==> src/rtl/clint_trap_seq.sv <==
// clint_trap_seq: machine-mode trap/return sequencer.
// Serialises mepc/mcause/mstatus writes, then redirects fetch.
module clint_trap_seq #(
  parameter logic [11:0] ADDR_MSTATUS  = 12'h300,
  parameter logic [11:0] ADDR_MEPC     = 12'h341,
  parameter logic [11:0] ADDR_MCAUSE   = 12'h342,
  parameter logic [31:0] CAUSE_ECALL   = 32'h0000000B,
  parameter logic [31:0] CAUSE_EXT_IRQ = 32'h8000000B
) (
  input  logic        clk,
  input  logic        rst,
  input  logic        ecall_id,
  input  logic        mret_id,
  input  logic        irq_ext,
  input  logic [31:0] inst_pc_id,
  input  logic        csr_we_ex,
  input  logic        interrupt_enable,
  input  logic [31:0] clint_csr_mstatus,
  input  logic [31:0] clint_csr_mepc,
  input  logic [31:0] clint_csr_mtvec,
  output logic        we_clint,
  output logic [11:0] wa_clint,
  output logic [31:0] wd_clint,
  output logic        hold_pipe,
  output logic        jump_flag,
  output logic [31:0] jump_addr,
  output logic        busy
);

  typedef enum logic [2:0] {
    IDLE,
    T_MEPC,
    T_MCAUSE,
    T_MSTATUS,
    R_MSTATUS,
    JUMP
  } state_t;

  state_t      state;
  logic [31:0] pc_q;
  logic [31:0] cause_q;
  logic        ret_q;

  logic take_ecall;
  logic take_mret;
  logic take_irq;
  logic accept;
  logic [31:0] ms_trap;
  logic [31:0] ms_ret;

  assign take_ecall = ecall_id;
  assign take_mret  = !ecall_id && mret_id;
  assign take_irq   = !ecall_id && !mret_id
                   && irq_ext && interrupt_enable;
  assign accept     = (state == IDLE)
                   && (take_ecall || take_mret || take_irq);

  // MPIE <- MIE, MIE <- 0 on trap entry
  assign ms_trap = {clint_csr_mstatus[31:8],
                    clint_csr_mstatus[3],
                    clint_csr_mstatus[6:4],
                    1'b0,
                    clint_csr_mstatus[2:0]};

  // MIE <- MPIE, MPIE <- 1 on return
  assign ms_ret  = {clint_csr_mstatus[31:8],
                    1'b1,
                    clint_csr_mstatus[6:4],
                    clint_csr_mstatus[7],
                    clint_csr_mstatus[2:0]};

  // sequencer state; write states stall while EX owns the port
  always_ff @(posedge clk or posedge rst) begin
    if (rst) begin
      state   <= IDLE;
      pc_q    <= '0;
      cause_q <= '0;
      ret_q   <= 1'b0;
    end else begin
      unique case (state)
        IDLE: begin
          unique case (1'b1)
            take_ecall: begin
              pc_q    <= inst_pc_id;
              cause_q <= CAUSE_ECALL;
              ret_q   <= 1'b0;
              state   <= T_MEPC;
            end
            take_mret: begin
              ret_q <= 1'b1;
              state <= R_MSTATUS;
            end
            take_irq: begin
              pc_q    <= inst_pc_id;
              cause_q <= CAUSE_EXT_IRQ;
              ret_q   <= 1'b0;
              state   <= T_MEPC;
            end
            default: state <= IDLE;
          endcase
        end
        T_MEPC: begin
          if (!csr_we_ex) state <= T_MCAUSE;
        end
        T_MCAUSE: begin
          if (!csr_we_ex) state <= T_MSTATUS;
        end
        T_MSTATUS: begin
          if (!csr_we_ex) state <= JUMP;
        end
        R_MSTATUS: begin
          if (!csr_we_ex) state <= JUMP;
        end
        JUMP:    state <= IDLE;
        default: state <= IDLE;
      endcase
    end
  end

  // Moore write/redirect outputs decoded from state
  always_comb begin
    we_clint  = 1'b0;
    wa_clint  = '0;
    wd_clint  = '0;
    jump_flag = 1'b0;
    jump_addr = '0;
    unique case (state)
      T_MEPC: begin
        we_clint = 1'b1;
        wa_clint = ADDR_MEPC;
        wd_clint = pc_q;
      end
      T_MCAUSE: begin
        we_clint = 1'b1;
        wa_clint = ADDR_MCAUSE;
        wd_clint = cause_q;
      end
      T_MSTATUS: begin
        we_clint = 1'b1;
        wa_clint = ADDR_MSTATUS;
        wd_clint = ms_trap;
      end
      R_MSTATUS: begin
        we_clint = 1'b1;
        wa_clint = ADDR_MSTATUS;
        wd_clint = ms_ret;
      end
      JUMP: begin
        jump_flag = 1'b1;
        if (ret_q) jump_addr = clint_csr_mepc;
        else jump_addr = clint_csr_mtvec & 32'hFFFF_FFFC;
      end
      default: begin
        we_clint = 1'b0;
      end
    endcase
  end

  // stall on acceptance and for the whole sequence
  always_comb begin
    busy      = (state != IDLE);
    hold_pipe = busy || (accept && !rst);
  end

endmodule

==> config.mk <==
export PLATFORM = sky130hd
export DESIGN_NAME = clint_trap_seq
export DESIGN_NICKNAME = d
export VERILOG_FILES = /design/src/rtl/clint_trap_seq.sv
export SDC_FILE = /design/constraint.sdc
export NUM_CORES = 1
export LEC_CHECK = 0
export ABC_AREA = 1
export CAP_MARGIN = 25
export CORE_MARGIN = 8
export CORE_UTILIZATION = 30
export CTS_CLUSTER_SIZE = 40
export DETAILED_ROUTE_END_ITERATION = 7
export GPL_ROUTABILITY_DRIVEN = 0
export PLACE_DENSITY_LB_ADDON = 0.05
export RECOVER_POWER = 100
export SYNTH_ARGS = -nofsm -noshare
export SYNTH_HDL_FRONTEND = slang
export SYNTH_SLANG_ARGS = --single-unit
==> constraint.sdc <==
create_clock -name clk -period 1.15 [get_ports clk]
set_input_delay 0.115 -clock clk [delete_from_list [all_inputs] [get_ports clk]]
set_output_delay 0.115 -clock clk [all_outputs]
set_load 0.05 [all_outputs]
==> impl_results.md <==
- Fin crit share: 157%
- Num rows: 33
- IO Count: ~220
- Cell at the slowest stage of the critical path: dfrtp_2
- Sequential Power Share: about an eighth
- Status: complete, but fails checks
- Ant diodes: 0
- WL/cell: around 21 um
- Most common cell in the netlist: nand2_1
- Synthesized flop and latch total: 38
- Leakage Power: between 3 and 4 nW
- Remaining antenna violation count: 0
- Unrepaired setup endpoints after global routing: yes
- Post-synth EDFFs: 0
- CTS clock-pin slew for the worst setup and hold paths: 0.08 ns
- Asr flop ratio synth: 100%
- Yosys top cell area share: 37.1%
- Actual slew at the worst max-slew pin: approximately 0.63 ns
- Mux share of post-synthesis cell area: 0%
- Power per standard cell area: 2960 nW/um^2
- Clock Skews: just over 0.009 ns
- # setup viols final: 111
- DIE AREA: 11800 um^2
- Starting Density: 31.1%
- Bufs on Longest Clock Path: 2
- Number of vias per cell: 5.16
- Clock Tree Root: clkbuf_8
- Vias: between 3000 and 4000
- Fill count: 353
- Final wirelength: 16.5 mm
- HP Start: inst_pc_id[28]
- Worst setup path startpoint: state[1]
- Iteration-0 DRC Markers: 217
- GR Util All Layers: 24.2%
- Pre-antenna DRT Iters: 6
- Gate Count Post-Synth: 413
- # port buffers: 205
- Share of cells above drive strength 1: 46.4%
- Post-route cell area: 7360 um^2
- Compound-Gate Fraction of Synth Area: 7.51%
- Drt drc: 0
- Cell taking the most area after synthesis: dfrtp_1
- Area growth syn-to-layout: 187%
- Critical Path End Type: output pin
- Hold crit path type: primary input to flop
- Max-slew violations: 0
- Most frequent cells after synthesis: nand2_1, nand3_1, dfrtp_1
- Total grt overflow: 0
- # placed instances: 731
- Detail Placement HPWL: 10.2 mm
- Die X: 108 um
- Vias in the first global route: 4086
- Combinational Power Share: 83.7%
- Switching Fraction: between 50% and 60%
- Worst path cell trace: buf_6 > nand2_4 > o21ai_4 > buf_12 > clkbuf_16 > nand2_2 > nand2_4 > buf_12
- H-Tree Level Count: 2
- Avg Cell Area, Syn: ~6.2 um^2
- Crit Path Class: flop to output pin
- Top post-synthesis cells by area: dfrtp_1, nand2_1, nand3_1
- Crit path DAT: 1.69 ns
- First-pass GRT wire length: 22.4 mm
- Switching Power: between 10 and 15 mW
- Seq/Total Area, Yosys: 37.1%
- Max cap viols: 0
- Reg2Reg Launch Point: state[1]
- WP data required: roughly 1.0 ns
- Fmax: 555 MHz
- Clk sink count: 38
- Crit-path max cell delay: 0.43 ns
- Max_slew headroom: 58.0%
- Initial antenna violation count: 0
- Setup slack after layout: -0.651 ns
- Synth warnings: 0
- Largest family of logic cells by synthesized area: simple AND/OR/NAND/NOR gates
- Cell-internal power: 10.7 mW
- Synthesized area: roughly 2600 um^2
- Hold_buf cts: 0
- Core footprint: 8260 um^2
- CTS buffer count: 5
- XOR/XNOR share of the synthesized area: 0%
- Simple-Gate Fraction of Synth Area: 45.5%
- Final Hold Vio Count: 0
- NumNets Final: 800
- Worst-Skew Late Latency: 0.30 ns
- Adder-cell area share of the yosys netlist: 0%
- Ys flop type: dfrtp_1
- Post-Place Cell Area: ~6300 um^2
- VDD IR max: between 2000 and 2500 uV
- Number of library cell types mapped by synthesis: 18
- Clock power frac: under 10%
- Failing checks: negative setup slack
- Critical Path Start Type: flop
- TritonCTS clock tree: done
- Final worst path period need: approximately 1.8 ns
- Layout Cells excl Fill: around 770
- CP max FO: 8
- Largest net degree at the start of global routing: 33
- Die Ht: about 110 um
power by group through the flow:
| stage | sequential (mW) | combinational [mW] | clock, mW |
|---|---|---|---|
| 3_3_place_gp | 2.33 | 14.5 | 0 |
| 3_5_place_dp | 2.34 | 14.7 | 0 |
| 6_report | 2.54 | 18.2 | 0.998 |
| 2_1_floorplan | 2.29 | 8.35 | 0 |
| 4_1_cts | 2.40 | 16.9 | 0.975 |
| 5_1_grt | 2.57 | 18.9 | 1.07 |
repair_timing:
item | CTS | global route
gates resized for setup | 91 | 52
setup buffers | 13 | 6
setup endpoints to repair | 111 | 111
gates cloned | 9 | 5
pin swaps | 29 | 6
layout make-up:
class                           instances  area [um^2]  area share, %
Sequential cell                        38          955           13.0
Timing Repair Buffer                  266         3600           48.9
Multi-Input combinational cell        341         2510           34.1
Clock inverter                          2         12.5          0.170
Clock buffer                            6         82.6           1.12
Tap cell                              105          131           1.78
Inverter                               13         67.6          0.918
layout by cell type (no fill, tap or decap), types with 10 or more instances in the layout:
master	n
buf_12	85
nand2_1	144
nand3_2	10
nand3_1	25
nand2_4	43
a21oi_4	28
buf_6	18
dfrtp_1	35
nand2_2	49
clkdlybuf4s50_1	131
buf_4	20
per-stage QoR:
step	setup slack (ns)	utilization [%]	power [mW]	TNS, ns	hold WS (ns)
2_1_floorplan	-0.256	-	10.6	-19.00	0.260
3_3_place_gp	-0.389	76.8	16.8	-26.92	0.454
3_5_place_dp	-0.435	76.8	17.1	-30.06	0.459
4_1_cts	-0.549	85.3	20.3	-45.39	0.255
5_1_grt	-0.692	89.1	22.5	-61.25	0.377
6_report	-0.651	89.1	21.8	-56.26	0.365
worst max-delay path, delay by kind of cell (launching register included):
family                 cells  cell delay (ns)
AOI/OAI and AO/OA          1             0.18
DFF                        1             0.43
and+or+nand+nor            3             0.21
buffers and inverters      4             0.57
routing by layer:
| layer | global-route usage (%) | routed length [um] | vias up |
|---|---|---|---|
| met2 | 45.3 | 8740 | 218 |
| met3 | 6.66 | 1430 | 47 |
| met5 | 0 | 0 | - |
| met4 | 5.87 | 578 | 0 |
| met1 | 26.2 | 5710 | 1914 |
| li1 | - | - | 1798 |
cell families after synthesis:
family / count (synthesis)
AND/OR/NAND/NOR: 291
buffers and inverters: 46
flip-flops: 38
AO/OA/AOI/OAI: 37
other: 1
sequential cells by signal (all words and copies together), names as in the netlist:
register	cells
pc_q	32
ret_q	1
state	3
cause_q	2
worst paths after layout:
check,to,slack (ns),cells past startpoint
worst max-delay path,wd_clint[23],-0.65,8
worst min-delay path,pc_q[28],0.37,3
worst max register to register,pc_q[14],-0.50,9
worst min register to register,pc_q[25],0.50,2
max in group asynchronous,pc_q[22],0.19,3
min in group asynchronous,ret_q,0.45,3
(Power assumes the default switching activity.)
